**src/rtl/demux_stream_1xn.sv**
```systemverilog
// 1-to-N streaming demux with per-channel one-entry holding registers, valid/ready
// handshake, round-robin mode and out-of-range drop. Optional DEMUX_STREAM_CNT_EN adds xfer_cnt.
module demux_stream_ch #(
  parameter int DATA_W = 8
) (
  input  logic              clk,
  input  logic              rst,
  input  logic              i_fill,
  input  logic [DATA_W-1:0] i_data,
  input  logic              i_ready,
  output logic              o_valid,
  output logic [DATA_W-1:0] o_data
);
  logic              r_valid;
  logic [DATA_W-1:0] r_data;

  // Fill wins over drain so a same-cycle drain+fill keeps the slot occupied.
  always_ff @(posedge clk) begin
    if (rst) begin
      r_valid <= 1'b0;
      r_data  <= '0;
    end else if (i_fill) begin
      r_valid <= 1'b1;
      r_data  <= i_data;
    end else if (i_ready) begin
      r_valid <= 1'b0;
    end
  end

  assign o_valid = r_valid;
  assign o_data  = r_data;
endmodule

module demux_stream_1xn #(
  parameter int N_CH   = 16,
  parameter int SEL_W  = 4,
  parameter int DATA_W = 8
) (
  input  logic                   clk,
  input  logic                   rst,
  input  logic                   mode,
  input  logic [SEL_W-1:0]       sel_in,
  input  logic                   in_valid,
  input  logic [DATA_W-1:0]      in_data,
  output logic                   in_ready,
  output logic [N_CH-1:0]        out_valid,
  output logic [N_CH*DATA_W-1:0] out_data,
  input  logic [N_CH-1:0]        out_ready,
  output logic [SEL_W-1:0]       rr_ptr,
  output logic                   err_sel
`ifdef DEMUX_STREAM_CNT_EN
  ,
  output logic [15:0]            xfer_cnt
`endif
);
  localparam logic [SEL_W:0]   LP_NCH  = (SEL_W+1)'(N_CH);
  localparam logic [SEL_W-1:0] LP_LAST = SEL_W'(N_CH-1);

  logic [SEL_W-1:0]             w_tgt;
  logic                         w_tgt_ok;
  logic [N_CH-1:0]              w_hit;
  logic [N_CH-1:0]              w_fill;
  logic                         w_acc;
  logic [N_CH-1:0][DATA_W-1:0]  w_data;
  logic [SEL_W-1:0]             r_rr_ptr;
  logic                         r_err_sel;

  assign w_tgt    = mode ? r_rr_ptr : sel_in;
  assign w_tgt_ok = {1'b0, w_tgt} < LP_NCH;
  // Out-of-range beats are always accepted so they can be dropped without stalling.
  assign in_ready = w_tgt_ok ? |(w_hit & (~out_valid | out_ready)) : 1'b1;
  assign w_acc    = in_valid & in_ready;

  for (genvar k = 0; k < N_CH; k++) begin : g_ch
    assign w_hit[k]  = (w_tgt == SEL_W'(k));
    assign w_fill[k] = w_acc & w_hit[k];

    demux_stream_ch #(.DATA_W(DATA_W)) u_ch (
      .clk     (clk),
      .rst     (rst),
      .i_fill  (w_fill[k]),
      .i_data  (in_data),
      .i_ready (out_ready[k]),
      .o_valid (out_valid[k]),
      .o_data  (w_data[k])
    );
  end

  assign out_data = w_data;

  always_ff @(posedge clk) begin
    if (rst) begin
      r_rr_ptr  <= '0;
      r_err_sel <= 1'b0;
    end else begin
      r_err_sel <= w_acc & ~w_tgt_ok;
      if (mode && w_acc)
        r_rr_ptr <= (r_rr_ptr == LP_LAST) ? '0 : r_rr_ptr + 1'b1;
    end
  end

  assign rr_ptr  = r_rr_ptr;
  assign err_sel = r_err_sel;

`ifdef DEMUX_STREAM_CNT_EN
  logic [15:0] r_xfer_cnt;

  always_ff @(posedge clk) begin
    if (rst)
      r_xfer_cnt <= '0;
    else if (w_acc && w_tgt_ok && r_xfer_cnt != 16'hFFFF)
      r_xfer_cnt <= r_xfer_cnt + 16'd1;
  end

  assign xfer_cnt = r_xfer_cnt;
`endif
endmodule

```
**config.mk**
```make
export PLATFORM = sky130hd
export DESIGN_NAME = demux_stream_1xn
export DESIGN_NICKNAME = d
export VERILOG_FILES = /design/src/rtl/demux_stream_1xn.sv
export SDC_FILE = /design/constraint.sdc
export NUM_CORES = 1
export LEC_CHECK = 0
export ABC_CLOCK_PERIOD_IN_PS = 4900
export BUFFER_PORTS_ARGS = -buffer_cell sky130_fd_sc_hd__buf_2
export CAP_MARGIN = 20
export CORE_ASPECT_RATIO = 0.75
export CORE_MARGIN = 3
export CORE_UTILIZATION = 44
export CTS_CLUSTER_SIZE = 10
export DETAILED_ROUTE_END_ITERATION = 8
export PLACE_DENSITY = 0.7
export SYNTH_ARGS = -nofsm -noshare
export SYNTH_HDL_FRONTEND = slang
export SYNTH_HIERARCHICAL = 1
export SYNTH_SLANG_ARGS = --single-unit
```
**constraint.sdc**
```tcl
create_clock -name clk -period 4.9 [get_ports clk]
set_clock_uncertainty 0.05 [all_clocks]
set_input_delay 1.225 -clock clk [delete_from_list [all_inputs] [get_ports clk]]
set_output_delay 1.225 -clock clk [all_outputs]
set_load 0.01 [all_outputs]
```
; Word-level counts from Yosys, hierarchy flattened
; Cells that the tools add are included.
[totals]
input_bits = 32
reg_bits = 148
out_inout_bits = 150
wordCells = 123
[op_classes]
muxes = 34
addsub = 1
n_reduce_logical = 19
eq_ne = 16
bitwise_logic = 20
[op_table]
columns = operator, count
row1 = $eq A4 B4 Y1 const B, 9
row2 = $mux W1, 32
row3 = $reduce_bool A2 Y1, 16
row4 = $and A1 B1 Y1, 17
row5 = $and A16 B16 Y16, 1
row6 = $eq A4 B3 Y1 const B, 4
row7 = $not A16 Y16, 1
row8 = $or A16 B16 Y16, 1
row9 = $reduce_or A16 Y1, 1
row10 = $eq A4 B2 Y1 const B, 2
row11 = $mux W4, 2
row12 = $add A4 B1 Y4 const B, 1
row13 = $eq A4 B1 Y1 const B, 1
row14 = $logic_not A4 Y1, 1
row15 = $logic_and A1 B1 Y1, 1

; Logic depth before layout (Yosys ltp)
; Gate-level depths: netlist (run 1).
[logic_depth]
depth_word = 7
depth_mapped = 12
mapped_depth_nobuf = 8

; Modules after synthesis
; Netlist (run 1), hierarchy kept.
[by_module_without_submodules]
columns = mod, area_per_inst_um2, seq_area_each_um2, n_inst, cells_per_inst
row1 = demux_stream_ch, 321.6, 180.2, 16, 30
row2 = demux_stream_1xn, 703.2, 80.1, 1, 103

; Least setup slack after synthesis (run 1)
; Ideal clock, no wire load.
[synth_path]
kind = input to output
start = in mode
end = out in_ready
t_arrival_ns = 2.319
path_buffers = 1
setup_slack_ns = 1.306
t_required_ns = 3.625
path_stages = 5
path_cell_list = buf_6 a32oi_1 o22ai_1 a222oi_1 nand2_1
[synth_via]
elab_chain_len = 4
word_cells_on_any_way = 19
classes_between = eq/ne: 15 / mux: 1 / bitwise: 1 / reduce/logical: 2
[synth_rtl]
columns = element, line_no
row1 = from (decl), 41  ; input logic mode,
row2 = $mux W4 (*), 68  ; assign w_tgt = mode ? r_rr_ptr : sel_in;
row3 = "$eq A4 B1 Y1, or another cell as far along", 75  ; assign w_hit[k] = (w_tgt == SEL_W'(k));
row4 = $and A16 B16 Y16 (*), 71  ; assign in_ready = w_tgt_ok ? |(w_hit & (~out_valid | out_ready)) : 1'b1;
row5 = $reduce_or A16 Y1 (*), 71
row6 = to (decl), 45  ; output logic in_ready,
; Mark *: on every way between the ends. The rest lies on a longest branch, timed or not.

; Worst setup path in the final report (run 1)
; Ends and elaborated chain as after synthesis.

==> results of run 1 <==
## state kept, by name (all words and copies together) (netlist names)
signal	cells
g_ch.u_ch/o_valid	16
g_ch.u_ch/o_data	128
rr_ptr	4
## power by group through the flow
stage,logic (mW),clock network [mW],registers (mW)
after global placement,0.151,0,1.25
after floorplan,0.0837,0,1.25
after detailed placement,0.154,0,1.25
after global routing,0.169,1.52,1.22
final,0.155,1.45,1.22
after CTS,0.155,1.47,1.22
## Yosys cell counts, types with 2 or more instances
library cell  instances  share of area
nand2_1               5         0.0032
inv_1                35          0.022
buf_4                 2         0.0026
nand2b_1             16          0.017
clkbuf_2             16          0.014
and3b_1               2         0.0030
mux2i_1             130           0.22
nor3_1               18          0.015
a31oi_1               2         0.0021
o22ai_1              12          0.013
nor2_1              133          0.085
buf_6                18          0.035
nor2b_1               7         0.0075
a32oi_1               4         0.0060
nor3b_2               3         0.0064
a21oi_1              17          0.015
dfxtp_1             148           0.51
## per-layer routing
| layer | wire [um] | track usage | vias up |
|---|---|---|---|
| met5 | 0 | 0 | - |
| met3 | 1350 | 0.0871 | 19 |
| met2 | 7200 | 0.340 | 163 |
| met1 | 7330 | 0.277 | 2264 |
| met4 | 189 | 0.0538 | 0 |
| li1 | - | - | 2311 |
## cells by family after synthesis
family | share of synthesized area
mux | 0.223
simple gates | 0.144
compound gates | 0.0505
flops | 0.507
fa+ha+maj | 0.00214
buf+inv | 0.0734
other cells | 0.000641
## layout by cell type, fill, tap and decap left out, types with 2 or more instances in the layout
cell type and count:
buf_2 179, dfxtp_1 148, nor2_1 133, mux2i_1 130, inv_1 35, buf_4 20
a21oi_1 17, clkbuf_16 17, nand2b_1 16, nor3_1 13, o22ai_1 12, nor2b_1 7
bufinv_16 6, nand2_1 5, nor3_2 5, a32oi_1 4, nor3b_2 3, clkbuf_1 3
and3b_1 2, a31oi_1 2, clkinv_4 2
## layout make-up
type,instances,area share
sequential,148,0.396
multi-input combinational,364,0.331
timing repair buffer,199,0.140
clock buffer,21,0.0602
tap,166,0.0277
clock inverter,9,0.0271
inverter,35,0.0176
antenna,1,0.000334
## how the worst max path moves through the flow
stage | slack, ns | end | startpoint | cells past startpoint
5_1_grt | 0.61 | in_ready | mode | 7
2_1_floorplan | 1.31 | in_ready | mode | 5
4_1_cts | 0.83 | in_ready | mode | 7
3_5_place_dp | 0.84 | in_ready | mode | 7
6_report | 0.79 | in_ready | mode | 7
3_3_place_gp | 0.86 | in_ready | mode | 7
## worst max-delay path, stage by stage
cell and delay [ns]:
buf_2 0.18, and3b_1 0.25, nor2_1 0.33, o22ai_1 0.16, a222oi_1 0.42, nand2_1 0.10, buf_2 0.16
## through the flow
stage / total power [mW] / util / setup WS (ns)
floorplan: 1.34 / - / 1.31
global placement: 1.40 / 0.541 / 0.863
detailed placement: 1.40 / 0.541 / 0.840
CTS: 2.85 / 0.593 / 0.835
global route: 2.91 / 0.593 / 0.614
finish: 2.82 / 0.593 / 0.792
==> metrics.yaml, run 1 <==
status:
  status: "completed"
placement:
  dpl-instance-area_mm2: 0.00683
  dpl.hpwl_um: 11300
  port_buffers: 180
  place.gp.congestion: 0.955
  place_inst: 912
detailed_routing:
  wirelength_um: 16100
  vias: 4757
  ant_nets: 0
  drtPass1Iterations: 4
  via_per_inst: 5.04
  drc: 0
  dr.first_iter.drc_count: 190
  wl_per_cell_um: 17.0
die:
  die_width_um: 139
  rows: 35
  dieArea_mm2: 0.0147
  die_y_um: 106
  core_region_area_mm2: 0.0126
  initial_core_util: 0.464
  num_io_pins: 182
hold_path:
  min_to: "g_ch[12].u_ch/o_data[0]"
  hp-start: "g_ch[12].u_ch/o_data[0]"
  hold_class: "register to register"
  min_path_cells: 2
timing:
  max_freq_mhz: 243
  relSlewSlack: 0.563
  fin_tns_setup_ns: 0
  finalSetupViolations: 0
  hold_violations: 0
  min_period_ns: 4.11
  worst_pin_slew_ns: 0.656
  rsz0062_at_grt: "false"
  fin_crit_sh: 0.838
  drv_slew: 0
  hold_ws_ns: 0.437
cts:
  cts_setup_buffers: 0
  cts_tree: "yes"
  cts_buffer_depth: 2
  cts_made_buffers: 17
  ctsResizeCount: 0
  h-tree-depth: 4
  cts.sinks: 148
  hold_buffers: 0
  clk_latency_ns: 0.41
  clockRootBuffer: "clkbuf_16"
  clk_pin_slew_ns: 0.06
synthesis:
  synth-edff-count: 0
  syn-mean-instance-area_um2: 10.0
  async_flop_share: 0
  synthCells: 583
  syn-cell-area_mm2: 0.00585
  synthFlopType: "dfxtp_1"
  syn_nets: 616
  synth-seq-area-share: 0.507
  ys_types: 32
  yosysWarnings: 6
  ys_ff_latch: 148
final_layout:
  multiInputGateArea_mm2: 0.00248
  num-fill-cells: 1096
  stdcell_count: 943
  finalInstanceArea_mm2: 0.00748
  regArea_mm2: 0.00296
  area_growth_pct: 28.0
  drive_above_1_share: 0.307
  final_nets: 798
pwr:
  peakVddDrop_uv: 249
  pwr-share-comb: 0.055
  p_per_area_mw_per_mm2: 377
  seqPwrFrac: 0.433
  leakage_nw: 3.18
  power_switching_mw: 0.593
  clkPwrFrac: 0.512
  swShare: 0.210
  internal_power_mw: 2.23
run:
  cap_violations: 0
grt:
  antenna_found_initial: 1
  grt_overflow: 0
  grt_max_degree: 63
  grt_pass1_wl_um: 25100
  grt_pass1_vias: 4585
  grt_usage: 0.216
worst_setup_path:
  critPathLaunchType: "input pin"
  critPathArrivalTime_ns: 2.83
  required_ns: 3.62
  worst_r2r_path_depth: 9
  worstReg2RegEnd: "g_ch[13].u_ch/o_data[1]"
  r2r_slack_ns: 1.82
  critPathKind: "input pin to output pin"
  crit_fanout: 15
  r2r-start: "rr_ptr[0]"
  critPathCaptureType: "output pin"
No activity file was read; power rests on OpenSTA's default activity.
==> run 2, diff against run 1 <==
ABC_AREA = 1   (was default)
ABC_CLOCK_PERIOD_IN_PS = 3500   (was 4900)
PLACE_DENSITY = 0.73   (was 0.7)
clock period = 3.5 ns   (was 4.9 ns; I/O delays follow)
==> run 2 against run 1 <==
Register-to-register slack worse by 0.64 ns; final area up 1.5%; sequential power up 49%; routed wire length up 8.8%; via count up 19%; synthesized cell count up 34%; critical endpoint unchanged; core utilization up 0.45 points; global-route usage up 1.7 points; critical path type unchanged.
==> metrics.yaml, run 2 <==
worst_setup_path:
  critPathArrivalTime_ns: 2.25  # -0.58 ns
  r2r_slack_ns: 1.18  # -0.64 ns
  required_ns: 2.57  # -1.05 ns
  critPathCaptureType: "output pin"
  critPathKind: "input pin to output pin"
  worstReg2RegEnd: "g_ch[11].u_ch/o_data[1]"
  crit_fanout: 11  # -4
  critPathLaunchType: "input pin"
  r2r-start: "rr_ptr[2]"
  worst_r2r_path_depth: 16  # +7
grt:
  grt_pass1_vias: 5144  # +12%
  grt_overflow: 0  # unchanged
  grt_max_degree: 33  # -48%
  grt_usage: 0.233  # +0.0173
  grt_pass1_wl_um: 27300  # +8.8%
  antenna_found_initial: 1  # unchanged
timing:
  fin_tns_setup_ns: 0  # unchanged
  drv_slew: 0  # unchanged
  fin_crit_sh: 0.906
  finalSetupViolations: 0  # unchanged
  min_period_ns: 3.17
  hold_violations: 0  # unchanged
  relSlewSlack: 0.417  # -0.145
  worst_pin_slew_ns: 0.874  # +0.218 ns
  max_freq_mhz: 315
  rsz0062_at_grt: "false"
placement:
  place_inst: 1132  # +24%
  dpl.hpwl_um: 11800  # +5.1%
  port_buffers: 180  # unchanged
  place.gp.congestion: 0.844  # -12%
detailed_routing:
  via_per_inst: 4.88  # -3.3%
  dr.first_iter.drc_count: 304  # +60%
  ant_nets: 0  # unchanged
  wl_per_cell_um: 15.0  # -12%
  drc: 0  # unchanged
  wirelength_um: 17500  # +8.8%
  drtPass1Iterations: 7  # +3
  vias: 5679  # +19%
status:
  status: "completed"
pwr:
  power_switching_mw: 1.15  # +95%
  clkPwrFrac: 0.434  # -0.078
  pwr-share-comb: 0.124  # +0.069
  peakVddDrop_uv: 342  # +37%
  swShare: 0.281  # +0.0712
  p_per_area_mw_per_mm2: 540  # +43%
  leakage_nw: 3.98  # +25%
  internal_power_mw: 2.95  # +32%
  seqPwrFrac: 0.442  # +0.009
cts:
  clk_latency_ns: 0.42  # about the same
  hold_buffers: 0  # unchanged
  cts_made_buffers: 17  # unchanged
  cts_buffer_depth: 2  # unchanged
  clk_pin_slew_ns: 0.06  # about the same
  cts_tree: "yes"
  clockRootBuffer: "clkbuf_16"
  h-tree-depth: 4  # unchanged
  cts_setup_buffers: 0  # unchanged
  ctsResizeCount: 0  # unchanged
  cts.sinks: 148  # unchanged
synthesis:
  synthCells: 782  # +34%
  ys_types: 22  # -31%
  ys_ff_latch: 148  # unchanged
  syn_nets: 815  # +32%
  synth_top_cell_by_area: "dfxtp_1"
  syn-cell-area_mm2: 0.00589  # +0.75%
  syn-mean-instance-area_um2: 7.53  # -25%
  synthFlopType: "dfxtp_1"
  synth-seq-area-share: 0.503  # -0.00377
  synth_common_cells: "nor2_1, dfxtp_1, o21ai_0"
  yosys.cell_count.top_type: "nor2_1"
  synth-edff-count: 0  # unchanged
  async_flop_share: 0  # unchanged
  synth_area_leaders: "dfxtp_1, nor2_1, o21ai_0, nand2_1, inv_1"
  yosysWarnings: 6  # unchanged
  synth_top_area_frac: 0.503  # -0.00377
die:
  die_y_um: 106  # +0.35%
  num_io_pins: 182  # unchanged
  rows: 35  # unchanged
  initial_core_util: 0.464  # about the same
  die_width_um: 140  # +0.36%
  dieArea_mm2: 0.0148  # +0.71%
  core_region_area_mm2: 0.0127  # +0.69%
hold_path:
  hold_class: "register to register"
  min_path_cells: 2  # unchanged
  min_to: "g_ch[15].u_ch/o_valid"
  hp-start: "g_ch[15].u_ch/o_valid"
run:
  cap_violations: 0  # unchanged
final_layout:
  final_common_cell: "nor2_1"
  stdcell_count: 1164  # +23%
  final_cell_mix: "nor2_1, buf_2, dfxtp_1"
  diodes: 0  # -1
  drive_above_1_share: 0.300  # -0.00710
  largest_reg_flops: 128  # unchanged
  final_nets: 1018  # +28%
  num-fill-cells: 1214  # +11%
  utilization: 0.598  # +0.00448
  area_growth_pct: 28.9
## run 2: changes by cell type in the layout (fill, tap and decap cells not counted), moves of 16 or more
| cell | previous run | this run |
|---|---|---|
| nor2_1 | 133 | 268 |
| mux2i_1 | 130 | 0 |
| o21ai_0 | 0 | 128 |
| nand2_1 | 5 | 72 |
| inv_2 | 0 | 24 |
| inv_1 | 35 | 57 |
| nand3_1 | 0 | 19 |
| nor2_4 | 0 | 19 |
| a21oi_1 | 17 | 1 |
| a21oi_2 | 0 | 16 |
| nand2b_1 | 16 | 0 |
## run 2: worst max-delay path: stages
cell	delay, ns
buf_2	0.26
inv_2	0.13
nand2_1	0.12
nand2_4	0.07
nor2_4	0.19
nand3_1	0.10
nand2_1	0.10
inv_2	0.03
nand2_1	0.07
nor2_2	0.05
nand2_4	0.09
buf_2	0.15
## run 2: metrics by stage
stage / power (mW) / hold slack [ns] / setup WS [ns] / cell area [um2]
after floorplan: 2.15 / 0.448 / 0.853 / 5890
after global placement: 2.35 / 0.420 / 0.351 / 7010
after detailed placement: 2.36 / 0.426 / 0.309 / 7010
after CTS: 4.13 / 0.439 / 0.303 / 7590
after global routing: 4.27 / 0.460 / 0.140 / 7590
final: 4.10 / 0.434 / 0.328 / 7590
## run 2: area by class of cell
class / count / area, um2 / area share
timing repair buffer: 187 / 953 / 0.126
clock buffer: 18 / 439 / 0.0578
sequential: 148 / 2960 / 0.390
clock inverter: 14 / 140 / 0.0185
tap: 166 / 208 / 0.0274
multi-input combinational: 550 / 2590 / 0.341
inverter: 81 / 304 / 0.0400
## run 2: power by group through the flow
stage / Sequential (mW) / Clock, mW / Combinational (mW)
final: 1.82 / 1.78 / 0.507
after global routing: 1.83 / 1.88 / 0.562
after CTS: 1.81 / 1.81 / 0.510
after detailed placement: 1.85 / 0 / 0.507
after global placement: 1.85 / 0 / 0.500
after floorplan: 1.88 / 0 / 0.268
## run 2: cell families after synthesis
kind of cell | share of synthesized area
flip-flops | 0.503
adder cells (fa/ha/maj) | 0.00212
XOR/XNOR | 0.00297
buffers and inverters | 0.0582
other | 0.000636
AO/OA/AOI/OAI | 0.133
AND/OR/NAND/NOR | 0.300
## run 2: worst max path at each step
stage | cells after the start | slack, ns | from | to
4_1_cts | 12 | 0.30 | mode | in_ready
6_report | 12 | 0.33 | mode | in_ready
5_1_grt | 12 | 0.14 | mode | in_ready
3_5_place_dp | 12 | 0.31 | mode | in_ready
3_3_place_gp | 12 | 0.35 | mode | in_ready
2_1_floorplan | 10 | 0.85 | mode | in_ready
## run 2: per-layer routing
layer | wire (um) | GRT usage | share of wire
met1 | 8390 | 0.338 | 0.48
met2 | 7260 | 0.340 | 0.42
met3 | 1630 | 0.0688 | 0.093
met4 | 193 | 0.0588 | 0.011
met5 | 13 | 0 | 0.00074
